--- src/rtl/reg_bridge_mw_if.sv ---
// Host register bus plus memory-window side of reg_bridge_mw, bundled as one interface.
// slave: the bridge itself; master: the host/memory environment driving it.
interface reg_bridge_mw_if #(
    parameter int ADDR_W  = 32,
    parameter int DATA_W  = 32,
    parameter int NUM_WIN = 2,
    parameter int MADDR_W = 5
);
    logic [ADDR_W-1:0]         bus_addr;
    logic                      bus_we;
    logic                      bus_re;
    logic [DATA_W-1:0]         bus_wdata;
    logic [DATA_W/8-1:0]       bus_wstrb;
    logic [DATA_W-1:0]         bus_rdata;
    logic                      bus_ready;
    logic                      bus_err;

    logic [MADDR_W-1:0]        mem_addr;
    logic [NUM_WIN-1:0]        mem_we;
    logic [NUM_WIN-1:0]        mem_re;
    logic [DATA_W-1:0]         mem_wdata;
    logic [DATA_W/8-1:0]       mem_wstrb;
    logic [NUM_WIN*DATA_W-1:0] mem_rdata;
    logic [NUM_WIN-1:0]        mem_ready;

    modport slave (
        input  bus_addr, bus_we, bus_re, bus_wdata, bus_wstrb, mem_rdata, mem_ready,
        output bus_rdata, bus_ready, bus_err, mem_addr, mem_we, mem_re, mem_wdata, mem_wstrb
    );

    modport master (
        output bus_addr, bus_we, bus_re, bus_wdata, bus_wstrb, mem_rdata, mem_ready,
        input  bus_rdata, bus_ready, bus_err, mem_addr, mem_we, mem_re, mem_wdata, mem_wstrb
    );
endinterface

--- src/rtl/reg_bridge_mw.sv ---
// Bus slave fanning out to NUM_REGS control registers and NUM_WIN memory windows with timeout.
// Optional saturating error counter at byte address 4*NUM_REGS: define REG_BRIDGE_ERRCNT_EN.
module reg_bridge_mw #(
    parameter int ADDR_W   = 32,
    parameter int DATA_W   = 32,
    parameter int NUM_REGS = 4,
    parameter logic [NUM_REGS*DATA_W-1:0] REG_RESET = '0,
    parameter int NUM_WIN  = 2,
    parameter int WIN_BASE = 'h100,
    parameter int WIN_SIZE = 'h80,
    parameter int TIMEOUT  = 15
) (
    input  logic                       clk,
    input  logic                       rst_b,
    reg_bridge_mw_if.slave             bus,
    output logic [NUM_REGS*DATA_W-1:0] reg_q
);
    localparam int STRB_W    = DATA_W / 8;
    localparam int MADDR_W   = (WIN_SIZE > 4) ? $clog2(WIN_SIZE / 4) : 1;
    localparam int WIN_IDX_W = (NUM_WIN > 1) ? $clog2(NUM_WIN) : 1;
    localparam int REG_IDX_W = (NUM_REGS > 1) ? $clog2(NUM_REGS) : 1;
    localparam int WIN_SH    = $clog2(WIN_SIZE);

    localparam logic [ADDR_W-1:0] REG_END = ADDR_W'(4 * NUM_REGS);
    localparam logic [ADDR_W-1:0] WIN_LO  = ADDR_W'(WIN_BASE);
    localparam logic [ADDR_W-1:0] WIN_HI  = ADDR_W'(WIN_BASE + NUM_WIN * WIN_SIZE);
    localparam logic [7:0]        TO_LAST = 8'(TIMEOUT - 1);

    localparam logic [1:0] S_IDLE     = 2'd0;
    localparam logic [1:0] S_MEM_REQ  = 2'd1;
    localparam logic [1:0] S_MEM_WAIT = 2'd2;
    localparam logic [1:0] S_RESP     = 2'd3;

    logic [1:0]                         r_state;
    logic [NUM_REGS-1:0][DATA_W-1:0]    r_regs;
    logic [DATA_W-1:0]                  r_rdata;
    logic                               r_ready;
    logic                               r_err;
    logic [NUM_WIN-1:0]                 r_mem_we;
    logic [NUM_WIN-1:0]                 r_mem_re;
    logic [MADDR_W-1:0]                 r_mem_addr;
    logic [DATA_W-1:0]                  r_mem_wdata;
    logic [STRB_W-1:0]                  r_mem_wstrb;
    logic [WIN_IDX_W-1:0]               r_win;
    logic                               r_write;
    logic [7:0]                         r_cnt;

    logic                               w_req;
    logic                               w_bad_align;
    logic                               w_reg_hit;
    logic                               w_win_hit;
    logic [REG_IDX_W-1:0]               w_reg_idx;
    logic [WIN_IDX_W-1:0]               w_win_idx;
    logic [MADDR_W-1:0]                 w_mem_addr;

`ifdef REG_BRIDGE_ERRCNT_EN
    logic [7:0]                         r_errcnt;
    logic                               w_errcnt_hit;

    if ((4 * NUM_REGS >= WIN_BASE) && (4 * NUM_REGS < WIN_BASE + WIN_SIZE)) begin : g_errcnt_overlap
        $error("reg_bridge_mw: error counter address overlaps window 0");
    end

    assign w_errcnt_hit = !w_bad_align && (bus.bus_addr == REG_END);
`endif

    always_comb begin
        w_req       = bus.bus_we | bus.bus_re;
        w_bad_align = bus.bus_addr[1:0] != 2'b00;
        w_reg_hit   = !w_bad_align && (bus.bus_addr < REG_END);
        w_win_hit   = !w_bad_align && (bus.bus_addr >= WIN_LO) && (bus.bus_addr < WIN_HI);
        w_reg_idx   = REG_IDX_W'(bus.bus_addr >> 2);
        w_win_idx   = WIN_IDX_W'((bus.bus_addr - WIN_LO) >> WIN_SH);
        w_mem_addr  = (WIN_SIZE > 4) ? MADDR_W'((bus.bus_addr - WIN_LO) >> 2) : '0;
    end

    // Writes win over reads when both are requested; only one access is ever in flight.
    always_ff @(posedge clk) begin
        if (!rst_b) begin
            r_state     <= S_IDLE;
            r_regs      <= REG_RESET;
            r_rdata     <= '0;
            r_ready     <= 1'b0;
            r_err       <= 1'b0;
            r_mem_we    <= '0;
            r_mem_re    <= '0;
            r_mem_addr  <= '0;
            r_mem_wdata <= '0;
            r_mem_wstrb <= '0;
            r_win       <= '0;
            r_write     <= 1'b0;
            r_cnt       <= '0;
`ifdef REG_BRIDGE_ERRCNT_EN
            r_errcnt    <= '0;
`endif
        end else begin
            case (r_state)
                S_IDLE: begin
                    if (w_req) begin
                        r_state <= S_RESP;
                        r_ready <= 1'b1;
                        r_err   <= 1'b0;
                        if (w_reg_hit) begin
                            if (bus.bus_we) begin
                                for (int b = 0; b < STRB_W; b++) begin
                                    if (bus.bus_wstrb[b]) begin
                                        r_regs[w_reg_idx][b*8 +: 8] <= bus.bus_wdata[b*8 +: 8];
                                    end
                                end
                            end else begin
                                r_rdata <= r_regs[w_reg_idx];
                            end
                        end
`ifdef REG_BRIDGE_ERRCNT_EN
                        else if (w_errcnt_hit) begin
                            if (bus.bus_we) begin
                                r_errcnt <= '0;
                            end else begin
                                r_rdata <= DATA_W'(r_errcnt);
                            end
                        end
`endif
                        else if (w_win_hit) begin
                            r_state     <= S_MEM_REQ;
                            r_ready     <= 1'b0;
                            r_win       <= w_win_idx;
                            r_write     <= bus.bus_we;
                            r_mem_addr  <= w_mem_addr;
                            r_mem_wdata <= bus.bus_wdata;
                            r_mem_wstrb <= bus.bus_wstrb;
                            r_mem_we    <= bus.bus_we ? (NUM_WIN'(1) << w_win_idx) : '0;
                            r_mem_re    <= bus.bus_we ? '0 : (NUM_WIN'(1) << w_win_idx);
                        end else begin
                            r_rdata <= '0;
                            r_err   <= 1'b1;
                        end
                    end
                end
                S_MEM_REQ: begin
                    r_mem_we <= '0;
                    r_mem_re <= '0;
                    r_cnt    <= '0;
                    r_state  <= S_MEM_WAIT;
                end
                // A ready arriving in the final allowed cycle still beats the timeout.
                S_MEM_WAIT: begin
                    if (bus.mem_ready[r_win]) begin
                        r_rdata <= r_write ? '0 : bus.mem_rdata[int'(r_win)*DATA_W +: DATA_W];
                        r_err   <= 1'b0;
                        r_ready <= 1'b1;
                        r_state <= S_RESP;
                    end else if (r_cnt == TO_LAST) begin
                        r_rdata <= '0;
                        r_err   <= 1'b1;
                        r_ready <= 1'b1;
                        r_state <= S_RESP;
                    end else begin
                        r_cnt <= r_cnt + 8'd1;
                    end
                end
                S_RESP: begin
                    r_ready <= 1'b0;
                    r_err   <= 1'b0;
                    r_state <= S_IDLE;
`ifdef REG_BRIDGE_ERRCNT_EN
                    if (r_err && (r_errcnt != 8'hFF)) begin
                        r_errcnt <= r_errcnt + 8'd1;
                    end
`endif
                end
                default: r_state <= S_IDLE;
            endcase
        end
    end

    assign bus.bus_rdata = r_rdata;
    assign bus.bus_ready = r_ready;
    assign bus.bus_err   = r_err;
    assign bus.mem_addr  = r_mem_addr;
    assign bus.mem_we    = r_mem_we;
    assign bus.mem_re    = r_mem_re;
    assign bus.mem_wdata = r_mem_wdata;
    assign bus.mem_wstrb = r_mem_wstrb;
    assign reg_q         = r_regs;
endmodule
--- src/flat_wrapper.sv ---
// flat-port wrapper written by rule: the top's interface ports become plain ports
module reg_bridge_mw_flat 
#(
    parameter int ADDR_W   = 32,
    parameter int DATA_W   = 32,
    parameter int NUM_REGS = 4,
    parameter logic [NUM_REGS*DATA_W-1:0] REG_RESET = '0,
    parameter int NUM_WIN  = 2,
    parameter int WIN_BASE = 'h100,
    parameter int WIN_SIZE = 'h80,
    parameter int TIMEOUT  = 15
)
  (clk, rst_b, reg_q, bus_bus_addr, bus_bus_we, bus_bus_re, bus_bus_wdata, bus_bus_wstrb, bus_mem_rdata, bus_mem_ready, bus_bus_rdata, bus_bus_ready, bus_bus_err, bus_mem_addr, bus_mem_we, bus_mem_re, bus_mem_wdata, bus_mem_wstrb);
  reg_bridge_mw_if #(.ADDR_W(ADDR_W), .DATA_W(DATA_W), .NUM_WIN(NUM_WIN)) bus_i ();
  input  logic clk;
  input  logic rst_b;
  output logic [NUM_REGS*DATA_W-1:0] reg_q;
  input wire logic [$bits(bus_i.bus_addr)-1:0] bus_bus_addr;
  input wire logic [$bits(bus_i.bus_we)-1:0] bus_bus_we;
  input wire logic [$bits(bus_i.bus_re)-1:0] bus_bus_re;
  input wire logic [$bits(bus_i.bus_wdata)-1:0] bus_bus_wdata;
  input wire logic [$bits(bus_i.bus_wstrb)-1:0] bus_bus_wstrb;
  input wire logic [$bits(bus_i.mem_rdata)-1:0] bus_mem_rdata;
  input wire logic [$bits(bus_i.mem_ready)-1:0] bus_mem_ready;
  output wire logic [$bits(bus_i.bus_rdata)-1:0] bus_bus_rdata;
  output wire logic [$bits(bus_i.bus_ready)-1:0] bus_bus_ready;
  output wire logic [$bits(bus_i.bus_err)-1:0] bus_bus_err;
  output wire logic [$bits(bus_i.mem_addr)-1:0] bus_mem_addr;
  output wire logic [$bits(bus_i.mem_we)-1:0] bus_mem_we;
  output wire logic [$bits(bus_i.mem_re)-1:0] bus_mem_re;
  output wire logic [$bits(bus_i.mem_wdata)-1:0] bus_mem_wdata;
  output wire logic [$bits(bus_i.mem_wstrb)-1:0] bus_mem_wstrb;
  assign bus_i.bus_addr = bus_bus_addr;
  assign bus_i.bus_we = bus_bus_we;
  assign bus_i.bus_re = bus_bus_re;
  assign bus_i.bus_wdata = bus_bus_wdata;
  assign bus_i.bus_wstrb = bus_bus_wstrb;
  assign bus_i.mem_rdata = bus_mem_rdata;
  assign bus_i.mem_ready = bus_mem_ready;
  assign bus_bus_rdata = bus_i.bus_rdata;
  assign bus_bus_ready = bus_i.bus_ready;
  assign bus_bus_err = bus_i.bus_err;
  assign bus_mem_addr = bus_i.mem_addr;
  assign bus_mem_we = bus_i.mem_we;
  assign bus_mem_re = bus_i.mem_re;
  assign bus_mem_wdata = bus_i.mem_wdata;
  assign bus_mem_wstrb = bus_i.mem_wstrb;
  reg_bridge_mw #(.ADDR_W(ADDR_W), .DATA_W(DATA_W), .NUM_REGS(NUM_REGS), .REG_RESET(REG_RESET), .NUM_WIN(NUM_WIN), .WIN_BASE(WIN_BASE), .WIN_SIZE(WIN_SIZE), .TIMEOUT(TIMEOUT)) u_core (.clk(clk), .rst_b(rst_b), .bus(bus_i), .reg_q(reg_q));
endmodule
--- config.mk ---
export PLATFORM = sky130hd
export DESIGN_NAME = reg_bridge_mw_flat
export DESIGN_NICKNAME = d
export VERILOG_FILES = /design/src/rtl/reg_bridge_mw_if.sv /design/src/rtl/reg_bridge_mw.sv /design/src/flat_wrapper.sv
export SDC_FILE = /design/constraint.sdc
export NUM_CORES = 1
export LEC_CHECK = 0
export CORE_MARGIN = 2
export CORE_UTILIZATION = 42
export DETAILED_ROUTE_END_ITERATION = 6
export PLACE_DENSITY = 0.77
export SLEW_MARGIN = 5
export SYNTH_ARGS = -nofsm -noshare
export SYNTH_HDL_FRONTEND = slang
export SYNTH_SLANG_ARGS = --single-unit
--- constraint.sdc ---
create_clock -name clk -period 2.72 [get_ports clk]
set_clock_uncertainty 0.05 [all_clocks]
set_input_delay 0.816 -clock clk [delete_from_list [all_inputs] [get_ports clk]]
set_output_delay 0.816 -clock clk [all_outputs]
set_load 0.01 [all_outputs]
# --- Word level (Yosys, flattened, before mapping) ---
# Cells that the tools add are included.
word_totals:
  reg_bits: 219
  latchBits: 0
  ram_bits: 0
  mem_bits_ro: 0
  inputBits: 138
  output_inout_bits: 207
  mem_count: 0
op_classes:
  add_sub_neg: 2
  n_mul: 0
  div_mod_pow: 0
  order_cmp: 6
  eq_ne: 12
  n_shift: 2
  muxes: 72
  bitwise: 2
  n_reduce_logical: 18
ops:
  columns: ["operator", "count"]
  rows:
  - ["2-to-1 mux 128 bit", 19]
  - ["bitwise mux 128 bit", 4]
  - ["2-to-1 mux 32 bit", 9]
  - ["demux 32 bit (select 2 bit)", 4]
  - ["binary-select mux 32 bit (select 2 bit)", 1]
  - ["case mux 32 bit (2 select lines)", 1]
  - ["indexed part select 64 x 7 -> 32 bit", 1]
  - ["greater-or-equal comparator 32 x 9 -> 1 bit (second input constant)", 1]
  - ["< comparator 32 x 10 -> 1 bit (second input constant)", 1]
  - ["< comparator 32 x 5 -> 1 bit (second input constant)", 1]
  - ["2-to-1 mux 2 bit", 13]
  - ["2-to-1 mux 24 bit", 1]
  - ["2-to-1 mux 8 bit", 3]
  - ["2-to-1 mux 16 bit", 1]
  - ["case mux 8 bit (2 select lines)", 1]
  - ["AND reduction 4 bit", 3]
  - ["2-to-1 mux 1 bit", 10]
  - ["adder 8 x 1 -> 8 bit (second input constant)", 1]
  - ["== test 8 x 4 -> 1 bit (second input constant)", 1]
  - ["case mux 2 bit (2 select lines)", 2]
  - ["case mux 2 bit (4 select lines)", 1]
  - ["nonzero test 2 bit", 4]
  - ["subtractor 8 x 1 -> 8 bit (second input constant)", 1]
  - ["inequality test 2 bit (second input constant)", 3]
  - ["other kinds (20)", 27]

# --- Longest topological paths before layout ---
# Gate-level depths: netlist of the first run.
logic_depth:
  word_depth: 27
  depth_mapped: 10

# --- Least setup slack after synthesis of the first run ---
# Ideal clock, no wire load.
synth_timing:
  path_kind: "input port to flip-flop"
  from: "input port bus_bus_addr[0]"
  to: "register u_core.r_rdata[10], in the netlist u_core.bus.bus_rdata[10]"
  setup_time_ps: 116
  arrival_time_ps: 2587
  t_required_ps: 2554
  setup_slack_ps: -33
  cell_stages: 7
  n_path_buf: 3
  path_cell_list: "or4_4 -> or4_1 -> buf_2 -> and2_1 -> buf_6 -> buf_6 -> o211a_1"
synth_between:
  elab_chain_len: 6
  word_cells_on_any_way: 14
synth_rtl:
  columns: ["item", "line_no", "rtl"]
  rows:
  - ["from (decl)", "flat_wrapper.sv:18", "input wire logic [$bits(bus_i.bus_addr)-1:0] bus_bus_addr;"]
  - ["parallel branches: the longest is 6 deep, another holds greater-or-equal comparator 32 x 9 -> 1 bit", null, null]
  - ["to (signal assigned)", "reg_bridge_mw.sv:111", "r_rdata <= r_regs[w_reg_idx];"]
  - ["to (signal assigned)", "reg_bridge_mw.sv:148", "r_rdata <= r_write ? '0 : bus.mem_rdata[int'(r_win)*DATA_W +: DATA_W];"]
  - ["to (decl)", "reg_bridge_mw.sv:36", "logic [DATA_W-1:0] r_rdata;"]
# Several ways; the timed one is not identified. The select of a mux whose other input is x is not followed.
# A chain may end at the register's enable or synchronous reset.

# --- Worst setup path in the final report of the first run ---
layout_timing:
  from: "input port bus_bus_addr[28]"
  to: "register u_core.r_regs, in the netlist u_core.reg_q[34]"
layout_between:
  elab_chain_len: 3
layout_rtl:
  columns: ["item", "line_no", "rtl"]
  rows:
  - ["< comparator 32 x 5 -> 1 bit", "reg_bridge_mw.sv:70", "w_reg_hit = !w_bad_align && (bus.bus_addr < REG_END);"]
  - ["logical AND 1 bit", "reg_bridge_mw.sv:70", null]
  - ["AND reduction 4 bit (no source line)", null, null]
  - ["to (signal, indexed assignment)", "reg_bridge_mw.sv:107", "r_regs[w_reg_idx][b*8 +: 8] <= bus.bus_wdata[b*8 +: 8];"]
  - ["to (decl)", "reg_bridge_mw.sv:35", "logic [NUM_REGS-1:0][DATA_W-1:0] r_regs;"]
# Every way passes these cells.

==> results.md, run 1 <==
- Outcome: complete, but fails checks
- Failing checks: negative setup slack
- Worst hold margin: 0.405 ns
- Ys async rst share: 0%
- Top cell type's share of synthesized area: 41.3%
- Gr usage total: 25.1%
- Footprint of the multi-input gates: 5880 um^2
- Cell count after synthesis: 1041
- Commonest cells after routing, fill and taps aside: 336 x clkdlybuf4s50_1, 219 x dfxtp_1, 130 x nor2b_1, 129 x nand2_1, 128 x mux2i_1
- TritonCTS clock tree: yes
- Top FF cell, synth: dfxtp_1
- Ports: 345
- GRT overflow: 0
- Clock share of power: 37.9%
- Ranking of synthesized cells by area: dfxtp_1 41%, mux2i_1 12%, nor2b_1 7.7%, mux4_2 6.8%, nand2_1 4.6%
- CTS Hold Bufs: 0
- Placed Instances: 1702
- DRC: 0
- Synth area leader: dfxtp_1
- Synthesis-to-finish area growth: 50.0%
- Worst setup margin: -0.00143 ns
- Core area: 25000 um^2
- Largest net degree at the start of global routing: 72
- GPL Wtd Cong: 0.863
- IR drop worst, VDD: 0.462 mV
- Nets@finish: 1551
- DRT antenna net count: 0
- Register area: 4380 um^2
- DR iter-0 viols: 462
- Vias in the first global route: 9160
- P_int: 0.00696 W
- DIE AREA: 26500 um^2
- Pins Over Slew Limit: 0
- CP Launch Type: input pin
- Initial Utilization: 42.5%
- # port buffers: 344
- Worst-path clk slew: 0.06 ns
- LEAKAGE: 6.47 nW
- Width of the die: 163 um
- Net Sw Frac: 27.8%
- Clock Latency Late Sink: 0.52 ns
- Synth Area in XOR/XNOR: 0.495%
- Largest family of logic cells by synthesized area: simple AND/OR/NAND/NOR gates
- CTS Buf Count: 24
- P_sw: 0.00268 W
- First-pass DRT Iterations: 5
- CTS root buffer: clkbuf_16
- Longest Clk Path Bufs: 3
- Complex-gate fraction of the synthesized area: 8.16%
- HP Class: register to register
- Adder-cell share of the synthesized area: 0.944%
- Initial antenna violation count: 1
- Routed vias: 9316
- Layout cell share with drive strength beyond 1: 15.2%
- Fin crit share: 100%
- Fill count: 2058
- Cell Pwr Density: 606 nW/um^2
- Crit-path max FO: 8
- Synth Warn #: 0
- Via density: 5.31
- First-pass GRT wire length: 52400 um
- Num rows: 58
- # H-tree levels: 1
- Final Setup Violations: 1
- # clock sinks: 219
- Min Tclk post-route: 2.72 ns
- Post-Route WL: 35200 um
- Crit. End Element: register
- Worst Path Required: 3.08 ns
- Simple-gate portion of the synthesized area: 22.8%
- Most common cell after layout, fill and taps aside: clkdlybuf4s50_1
- Max Freq: 0.367 GHz
- Proportion of synthesized chip area in sequential cells: 41.3%
- Logic pwr share: 24.3%
- Max-cap viol count: 0
- Hold Vio Cnt, Final: 0
- DIE HEIGHT: 163 um
- Post-synthesis mux area share: 22.4%
- Syn Area/Cell: 10.2 um^2
- Slew Limit Headroom: 60.6%
- Post-synthesis cell type count: 55
- # diodes: 0
- Seq pwr share: 37.9%
- Mapped Nets: 1187
- Number of synthesized flops with an enable pin: 0
- #FFs+latches synth: 219
- Critical setup path kind: input pin to register
- Arrival time at the worst endpoint: 3.08 ns
- Post-Synthesis Cell Area: 10600 um^2
- Post-route insts no fill: 1753
- DPL Wire Length: 25400 um
- Worst Max-Slew Pin Slew: 0.592 ns
- WL/cell: 20.1 um
==> layer usage <==
| metal | global-route usage [%] | share of wire (%) | vias to the layer above |
|---|---|---|---|
| met1 | 33.5 | 44 | 4494 |
| met5 | 0 | 0 | - |
| met4 | 7.96 | 3.2 | 0 |
| li1 | - | - | 4451 |
| met2 | 40.7 | 46 | 304 |
| met3 | 5.50 | 6.6 | 67 |
==> synthesized netlist by cell type, types with 3 or more instances <==
cell	number
nand2_1	129
nand3_1	10
nor2_1	33
mux2i_1	129
nand4b_1	3
buf_6	5
a21oi_1	6
buf_1	8
buf_2	10
o211a_1	32
clkbuf_1	59
nand4_1	70
a21boi_0	42
xnor2_1	6
ha_1	8
mux4_2	32
nor4_1	4
nand4_4	10
a2111oi_0	3
nor2b_1	130
dfxtp_1	219
mux2_2	32
nand2b_1	4
o21ai_0	4
inv_1	7
and4_1	6
a21boi_1	4
a211oi_1	3
==> registers in the layout, indices dropped and copies added, names as in the netlist <==
name / cells
u_core.bus.mem_re: 2
u_core.r_cnt: 8
u_core.bus.bus_err: 1
u_core.bus.mem_we: 2
u_core.bus.bus_ready: 1
u_core.r_win: 1
u_core.reg_q: 128
u_core.bus.mem_addr: 5
u_core.r_state: 2
u_core.bus.mem_wdata: 32
u_core.bus.bus_rdata: 32
u_core.r_write: 1
u_core.bus.mem_wstrb: 4
==> power by group through the flow <==
stage | registers, W | clock network (W) | logic (W)
6_report | 0.00365 | 0.00366 | 0.00234
5_1_grt | 0.00368 | 0.00383 | 0.00253
4_1_cts | 0.00365 | 0.00371 | 0.00240
3_5_place_dp | 0.00372 | 0 | 0.00238
3_3_place_gp | 0.00371 | 0 | 0.00233
2_1_floorplan | 0.00382 | 0 | 0.00112
==> cell type report <==
cell class	instances	share of cell area, %
repair buffers	423	27.1
flip-flops and latches	219	27.6
clock buffers	33	4.43
clock inverters	11	1.23
well taps	330	2.60
multi-input cells	730	37.0
inverters	7	0.165
==> logic make-up after synthesis <==
kind of cell / after synthesis
and+or+nand+nor: 417
DFF: 219
muxes: 193
AOI/OAI and AO/OA: 106
buffers and inverters: 92
adders and majority gates: 8
xor gates and xnor gates: 6
==> worst max-delay path, stage by stage <==
cell and delay [ns]:
clkdlybuf4s50_1 0.44, or4_4 0.55, and3b_2 0.38, buf_12 0.17
buf_4 0.13, nand4_4 0.23, mux2i_1 0.27, nor2b_1 0.07
==> final timing paths <==
check | startpoint | end | slack (ns) | cells after the start
worst max-delay path | bus_bus_addr[28] | u_core.reg_q[34]$_SDFFE_PN0P_ | -0.001 | 8
worst max register to register | u_core.r_state[0]$_SDFFE_PN0P_ | u_core.bus.bus_rdata[25]$_SDFFE_PN0P_ | 0.45 | 8
worst min-delay path | u_core.bus.mem_wstrb[2]$_SDFFE_PN0P_ | u_core.bus.mem_wstrb[2]$_SDFFE_PN0P_ | 0.41 | 2
worst min register to register | u_core.bus.mem_wstrb[2]$_SDFFE_PN0P_ | u_core.bus.mem_wstrb[2]$_SDFFE_PN0P_ | 0.41 | 2
==> timing repair <==
action / 4_1_cts / 5_1_grt
pin swaps: 2 / 9
setup endpoints to repair: 35 / 111
gates resized for setup: 2 / 19
setup buffers: 0 / 7
cloned: 0 / 1
==> per-stage QoR <==
stage	cell area (um^2)	setup TNS [ns]	utilization (%)	setup WS (ns)	total power, W
floorplan	10600	0	-	0.0421	0.00495
CTS	15800	0	63.2	0.00376	0.00976
detailed placement	14900	-97.97	59.5	-0.599	0.00609
global placement	14900	-96.83	59.5	-0.550	0.00604
global route	15900	-0.105	63.7	-0.0233	0.0100
finish	15900	-0.00143	63.7	-0.00143	0.00965
Power figures use the tool's default switching activity.
==> run 2: changes to the inputs <==
--- a/config.mk
+++ b/config.mk
@@ -6,9 +6,10 @@
 export NUM_CORES = 1
 export LEC_CHECK = 0
 export CORE_MARGIN = 2
-export CORE_UTILIZATION = 42
+export CORE_UTILIZATION = 35
 export DETAILED_ROUTE_END_ITERATION = 6
-export PLACE_DENSITY = 0.77
+export GPL_ROUTABILITY_DRIVEN = 1
+export PLACE_DENSITY = 0.78
 export SLEW_MARGIN = 5
 export SYNTH_ARGS = -nofsm -noshare
 export SYNTH_HDL_FRONTEND = slang
==> run 2 against run 1 <==
  * Design area increased by 0.93%
  * Routed wire length increased by 2.3%
  * Die area increased by 19%
  * Fmax increased by 2.0%
  * Clock power decreased by 7.7%
  * The run now ends clean
  * Final cell count increased by 3.9%
  * Critical endpoint is now u_core.reg_q[5]$_SDFFE_PN0P_
  * Highest routed layer unchanged
  * Power decreased by 1.8%
  * Core utilization decreased by 9.7 points
  * Critical path type unchanged
  * First-iteration DRC count increased by 29%
  * Critical path depth unchanged
  * Via count increased by 0.75%
==> results.md, run 2 (synthesis gave the netlist of run 1 again) <==
- Core area: 29700 um^2 (was 25000 um^2)
- # clock sinks: 219 (unchanged)
- # port buffers: 344 (unchanged)
- # H-tree levels: 1 (unchanged)
- Arrival time at the worst endpoint: 3.02 ns (was 3.08 ns)
- Pins Over Slew Limit: 0 (unchanged)
- Vias in the first global route: 9365 (was 9160)
- DRT antenna net count: 0 (unchanged)
- FF-to-FF End: u_core.bus.bus_rdata[3]$_SDFFE_PN0P_ (was u_core.bus.bus_rdata[25]$_SDFFE_PN0P_)
- CTS Buf Count: 25 (was 24)
- Flop-to-flop setup slack: 0.42 ns (was 0.45 ns)
- GPL Wtd Cong: 0.853 (was 0.863)
- Num rows: 63 (was 58)
- Max-cap viol count: 0 (unchanged)
- IR drop worst, VDD: 0.422 mV (was 0.462 mV)
- Gr usage total: 21.7% (was 25.1%)
- DIE AREA: 31700 um^2 (was 26500 um^2)
- Fill count: 2561 (was 2058)
- Worst-path clk slew: 0.06 ns (about the same)
- Clock Latency Late Sink: 0.52 ns (about the same)
- DRC: 0 (unchanged)
- Layout cell share with drive strength beyond 1: 15.5% (was 15.2%)
- TritonCTS clock tree: yes (unchanged)
- CTS root buffer: clkbuf_16 (unchanged)
- First-pass DRT Iterations: 6 (was 5)
- GRT overflow: 0 (unchanged)
- Ports: 345 (unchanged)
- WL/cell: 19.8 um (was 20.1 um)
- Critical setup path kind: input pin to register (unchanged)
- Routed vias: 9386 (was 9316)
- Crit path cell chain: clkdlybuf4s50_1 > or4_4 > and3b_2 > buf_12 > buf_12 > nand4_4 > mux2i_1 > nor2b_1 (was clkdlybuf4s50_1 > or4_4 > and3b_2 > buf_12 > buf_4 > nand4_4 > mux2i_1 > nor2b_1)
- Final Setup Violations: 0 (was 1)
- Critical path's top delay family: simple AND/OR/NAND/NOR gates (unchanged)
- Cell Pwr Density: 590 nW/um^2 (was 606 nW/um^2)
- Max Freq: 0.375 GHz (was 0.367 GHz)
- Initial Utilization: 35.7% (was 42.5%)
- Worst Max-Slew Pin Slew: 0.809 ns (was 0.592 ns)
- Hold Startpoint: u_core.bus.mem_addr[2]$_SDFFE_PN0P_ (was u_core.bus.mem_wstrb[2]$_SDFFE_PN0P_)
- CTS Hold Bufs: 0 (unchanged)
- Nets@finish: 1558 (was 1551)
- Most common cell after layout, fill and taps aside: clkdlybuf4s50_1 (unchanged)
- Synthesis-to-finish area growth: 51.4% (was 50.0%)
- Via density: 5.15 (was 5.31)
- LEAKAGE: 6.48 nW (was 6.47 nW)
- HP Class: register to register (unchanged)
- Reg2reg path depth: 7 (was 8)
- Hold Vio Cnt, Final: 0 (unchanged)
- Cell repeated most along the worst path: buf_12
- RSZ-0062 raised after global routing: false
- Post-Route WL: 36000 um (was 35200 um)
- Max FFs per register: 128 (unchanged)
- CP max stage delay: 0.57 ns (was 0.55 ns)
- Crit. End Element: register (unchanged)
- First-pass GRT wire length: 53600 um (was 52400 um)
- Min Tclk post-route: 2.67 ns (was 2.72 ns)
- Largest net degree at the start of global routing: 101 (was 72)
- WHS Endpoint: u_core.bus.mem_addr[2]$_SDFFE_PN0P_ (was u_core.bus.mem_wstrb[2]$_SDFFE_PN0P_)
- DR iter-0 viols: 595 (was 462)
- DIE HEIGHT: 178 um (was 163 um)
- Crit-path slowest cell: or4_4 (unchanged)
- Slew Limit Headroom: 44.7% (was 60.6%)
- Width of the die: 178 um (was 163 um)
- Longest Clk Path Bufs: 3 (unchanged)
- Critical R2R Launch: u_core.r_state[1]$_SDFFE_PN0P_ (was u_core.r_state[0]$_SDFFE_PN0P_)
- Commonest cells after routing, fill and taps aside: 336 x clkdlybuf4s50_1, 218 x dfxtp_1, 130 x nor2b_1, 129 x nand2_1, 126 x mux2i_1 (was 336 x clkdlybuf4s50_1, 219 x dfxtp_1, 130 x nor2b_1, 129 x nand2_1, 128 x mux2i_1)
- Worst Path Required: 3.07 ns (was 3.08 ns)
- Fin crit share: 98.1% (was 100%)
- Outcome: finished clean (was complete, but fails checks)
- Utilization after layout: 54.0% (was 63.7%)
- CP Launch Type: input pin (unchanged)
- Initial antenna violation count: 0 (was 1)
- Hold path depth: 2 (unchanged)
- Overall Power: 0.00947 W (was 0.00965 W)
- DPL Wire Length: 26700 um (was 25400 um)
- Worst path bufs/invs: 3 (unchanged)
- # diodes: 0 (unchanged)
- Crit-path max FO: 8 (unchanged)
[run 2: how the worst max path moves through the flow]
stage | from | to | slack (ns) | cells after the start
6_report | bus_bus_addr[28] | u_core.reg_q[5]$_SDFFE_PN0P_ | 0.05 | 8
5_1_grt | bus_bus_addr[6] | u_core.reg_q[22]$_SDFFE_PN0P_ | 0.003 | 10
4_1_cts | bus_bus_addr[0] | u_core.reg_q[5]$_SDFFE_PN0P_ | 0.003 | 8
3_5_place_dp | bus_bus_addr[13] | u_core.reg_q[20]$_SDFFE_PN0P_ | -0.63 | 8
3_3_place_gp | bus_bus_addr[13] | u_core.reg_q[22]$_SDFFE_PN0P_ | -0.59 | 8
2_1_floorplan | bus_bus_addr[13] | u_core.bus.bus_rdata[10]$_SDFFE_PN0P_ | 0.04 | 8
[run 2: what timing repair did]
item / in CTS / in global routing
gates cloned: 0 / 1
setup endpoints to repair: 107 / 123
pin swaps: 3 / 7
buffers inserted: 3 / 4
gates resized for setup: 3 / 15
[run 2: per-stage QoR]
| stage | setup slack (ns) | cell area (um^2) | TNS (ns) | cells | hold WS [ns] |
|---|---|---|---|---|---|
| floorplan | 0.0421 | 10600 | 0 | 1041 | 0.418 |
| global placement | -0.595 | 15100 | -98.95 | 1767 | 0.388 |
| detailed placement | -0.625 | 15100 | -104.75 | 1767 | 0.398 |
| CTS | 0.00321 | 15900 | 0 | 1816 | 0.407 |
| global route | 0.00345 | 16100 | 0 | 1821 | 0.430 |
| finish | 0.0522 | 16100 | 0 | 1821 | 0.406 |
[run 2: final cells by class]
cell class | count | area [um^2] | area share, %
clock inverter | 9 | 101 | 0.631
inverter | 7 | 26.3 | 0.164
multi-input combinational | 730 | 5890 | 36.7
timing repair buffer | 429 | 4450 | 27.7
sequential | 219 | 4390 | 27.3
clock buffer | 37 | 721 | 4.49
tap | 390 | 488 | 3.04
[run 2: per-layer routing]
layer	track usage, %	part of all wire [%]	up-vias
met3	4.22	6.2	71
met2	36.3	48	334
met4	7.31	3.2	0
met1	28.0	43	4505
met5	0	0	-
li1	-	-	4476
[run 2: tightest hold or removal path, stage by stage, from the launching register on]
cell and delay, ns:
dfxtp_1 0.31, nand2_1 0.05, a21boi_1 0.05
[run 2: power breakdown]
group	switching [W]	total (W)	internal, W	leakage (nW)
sequential	0.000170	0.00366	0.00349	1.77
combinational	0.00118	0.00243	0.00126	4.30
clock	0.00136	0.00338	0.00202	0.405
==> run 3: changes to the inputs <==
--- a/config.mk
+++ b/config.mk
@@ -9,7 +9,8 @@
 export CORE_UTILIZATION = 35
 export DETAILED_ROUTE_END_ITERATION = 6
 export GPL_ROUTABILITY_DRIVEN = 1
-export PLACE_DENSITY = 0.78
+export HOLD_SLACK_MARGIN = 0.12
+export PLACE_DENSITY = 0.76
 export SLEW_MARGIN = 5
 export SYNTH_ARGS = -nofsm -noshare
 export SYNTH_HDL_FRONTEND = slang
==> constraint.sdc (replaced) <==
create_clock -name clk -period 2.5 [get_ports clk]
set_clock_uncertainty 0.05 [all_clocks]
set_input_delay 0.75 -clock clk [delete_from_list [all_inputs] [get_ports clk]]
set_output_delay 0.75 -clock clk [all_outputs]
set_load 0.01 [all_outputs]
==> run 3 against run 2 <==
  * Hold slack worse by 0.0092 ns
  * Non-clock buffer count down 2
  * Sequential power up 8.7%
  * First-iteration DRC count down 15%
  * Setup slack better by 0.012 ns
  * Count of clock-buffer cells in the layout down 1
  * Largest cell class unchanged
  * Via count up 0.64%
  * Core utilization up 0.37 points
  * Critical endpoint is now u_core.bus.bus_rdata[15]$_SDFFE_PN0P_
  * Power up 11%
  * Routed wire length up 4.7%
  * Final cell count unchanged
==> results.md, run 3 (synthesis gave the netlist of run 1 again) <==
- Width of the die: 178 um (unchanged)
- Worst-path clk slew: 0.06 ns (about the same)
- CTS root buffer: clkbuf_16 (unchanged)
- Hold Vio Cnt, Final: 0 (unchanged)
- # H-tree levels: 1 (unchanged)
- Routed vias: 9446 (was 9386)
- Crit. End Element: register (unchanged)
- Via density: 5.19 (was 5.15)
- Fill count: 2555 (was 2561)
- FF-to-FF End: u_core.bus.bus_rdata[23]$_SDFFE_PN0P_ (was u_core.bus.bus_rdata[3]$_SDFFE_PN0P_)
- Post-Route WL: 37700 um (was 36000 um)
- # diodes: 0 (unchanged)
- Arrival time at the worst endpoint: 2.80 ns (was 3.02 ns)
- First-pass DRT Iterations: 5 (was 6)
- Worst Path Required: 2.86 ns (was 3.07 ns)
- Initial antenna violation count: 1 (was 0)
- Ports: 345 (unchanged)
- GRT overflow: 0 (unchanged)
- Final Setup Violations: 0 (unchanged)
- # port buffers: 344 (unchanged)
- Critical R2R Launch: u_core.r_state[0]$_SDFFE_PN0P_ (was u_core.r_state[1]$_SDFFE_PN0P_)
- Gr usage total: 22.4% (was 21.7%)
- Commonest cells after routing, fill and taps aside: 323 x clkdlybuf4s50_1, 218 x dfxtp_1, 130 x nor2b_1, 129 x nand2_1, 128 x mux2i_1 (was 336 x clkdlybuf4s50_1, 218 x dfxtp_1, 130 x nor2b_1, 129 x nand2_1, 126 x mux2i_1)
- Crit path launch: bus_bus_addr[0] (was bus_bus_addr[28])
- Initial Utilization: 35.7% (unchanged)
- DPL Wire Length: 26600 um (was 26700 um)
- DRC: 0 (unchanged)
- Footprint of the multi-input gates: 5950 um^2 (was 5890 um^2)
- Most common cell after layout, fill and taps aside: clkdlybuf4s50_1 (unchanged)
- Crit-path max FO: 8 (unchanged)
- HP Class: register to register (unchanged)
- Num rows: 63 (unchanged)
- DRT antenna net count: 0 (unchanged)
- Worst setup path end: u_core.bus.bus_rdata[15]$_SDFFE_PN0P_ (was u_core.reg_q[5]$_SDFFE_PN0P_)
- Largest net degree at the start of global routing: 107 (was 101)
- IR drop worst, VDD: 0.493 mV (was 0.422 mV)
- # clock sinks: 219 (unchanged)
- DIE AREA: 31700 um^2 (unchanged)
- CTS Hold Bufs: 0 (unchanged)
- Cell Pwr Density: 649 nW/um^2 (was 590 nW/um^2)
- Min Tclk post-route: 2.44 ns
- CP Launch Type: input pin (unchanged)
- DR iter-0 viols: 503 (was 595)
- Worst Max-Slew Pin Slew: 0.612 ns (was 0.809 ns)
- Layout cell share with drive strength beyond 1: 16.1% (was 15.5%)
- Outcome: finished clean (unchanged)
- First-pass GRT wire length: 55300 um (was 53600 um)
- Synthesis-to-finish area growth: 52.4% (was 51.4%)
- DIE HEIGHT: 178 um (unchanged)
- Nets@finish: 1558 (unchanged)
- CTS Buf Count: 25 (unchanged)
- WL/cell: 20.7 um (was 19.8 um)
- GPL Wtd Cong: 0.867 (was 0.853)
- Fin crit share: 97.5%
- Slew Limit Headroom: 59.2% (was 44.7%)
- TritonCTS clock tree: yes (unchanged)
- Core area: 29700 um^2 (unchanged)
- Utilization after layout: 54.4% (was 54.0%)
- Worst hold margin: 0.396 ns (was 0.406 ns)
- Reg2reg path depth: 9 (was 7)
- Flop-to-flop setup slack: 0.14 ns (was 0.42 ns)
- LEAKAGE: 6.61 nW (was 6.48 nW)
- Longest Clk Path Bufs: 3 (unchanged)
- Max Freq: 0.410 GHz
- Vias in the first global route: 9372 (was 9365)
- Critical setup path kind: input pin to register (unchanged)
- Clock Latency Late Sink: 0.53 ns (was 0.52 ns)
- Pins Over Slew Limit: 0 (unchanged)
- Max FFs per register: 128 (unchanged)
- Max-cap viol count: 0 (unchanged)
- Register area: 4390 um^2 (unchanged)
==> run 3: cell count changes in the layout (fill, tap and decap cells not counted), moves of 3 or more <==
cell / before / now
buf_6: 0 / 4
buf_4: 57 / 51
clkbuf_1: 7 / 4
a21boi_1: 4 / 15
buf_8: 0 / 4
clkbuf_2: 0 / 3
nor4_4: 1 / 4
dlymetal6s2s_1: 5 / 12
a21boi_0: 42 / 31
clkdlybuf4s50_1: 336 / 323
buf_12: 28 / 21
==> run 3: final cells by class <==
cell class	instances	share of cell area [%]
Clock buffer	36	4.56
Sequential cell	219	27.1
Clock inverter	10	0.844
Timing Repair Buffer	427	27.5
Inverter	7	0.163
Multi-Input combinational cell	732	36.8
Tap cell	390	3.02
==> run 3: worst min-delay path by stage <==
stage,startpoint,end,slack (ns),depth (start not counted)
after global routing,u_core.bus.mem_addr[2]$_SDFFE_PN0P_,u_core.bus.mem_addr[2]$_SDFFE_PN0P_,0.42,2
after floorplan,u_core.r_write$_SDFFE_PN0P_,u_core.r_write$_SDFFE_PN0P_,0.42,2
final,u_core.bus.mem_addr[4]$_SDFFE_PN0P_,u_core.bus.mem_addr[4]$_SDFFE_PN0P_,0.40,2
after CTS,u_core.bus.mem_wstrb[2]$_SDFFE_PN0P_,u_core.bus.mem_wstrb[2]$_SDFFE_PN0P_,0.40,2
after global placement,u_core.bus.mem_addr[2]$_SDFFE_PN0P_,u_core.bus.mem_addr[2]$_SDFFE_PN0P_,0.39,2
after detailed placement,u_core.bus.mem_addr[3]$_SDFFE_PN0P_,u_core.bus.mem_addr[3]$_SDFFE_PN0P_,0.40,2
==> run 3: what timing repair did <==
item	CTS	global route
pin swaps	5	12
gates cloned	3	4
resized for setup	19	44
endpoints found under the setup margin	188	193
setup buffers	9	3
==> run 3: through the flow <==
stage	area, um^2	setup TNS (ns)	worst slack (ns)	power (W)	std cells
after floorplan	10700	-7.23	-0.0794	0.00540	1041
after global placement	15000	-126.12	-0.699	0.00656	1757
after CTS	16000	0	0.00389	0.0106	1815
final	16200	0	0.0637	0.0105	1821
after detailed placement	15000	-130.49	-0.719	0.00663	1757
after global routing	16200	-0.00743	-0.00720	0.0110	1821
==> run 3: per-layer routing <==
layer | GRT usage, % | up-vias | part of all wire (%)
li1 | - | 4468 | -
met1 | 29.5 | 4601 | 44
met4 | 7.17 | 0 | 2.8
met3 | 3.60 | 63 | 5.9
met5 | 0 | - | 0
met2 | 37.6 | 314 | 48
==> run 3: critical path, stage by stage <==
cell	delay [ns]
clkdlybuf4s15_1	0.23
or4_4	0.55
buf_4	0.16
or4_4	0.56
and2_2	0.31
o211a_1	0.22
==> run 3: power breakdown <==
part	internal [W]	leakage, nW	switching [W]	total, W
Sequential	0.00380	1.77	0.000179	0.00398
Clock	0.00236	0.434	0.00150	0.00386
Combinational	0.00131	4.40	0.00135	0.00265
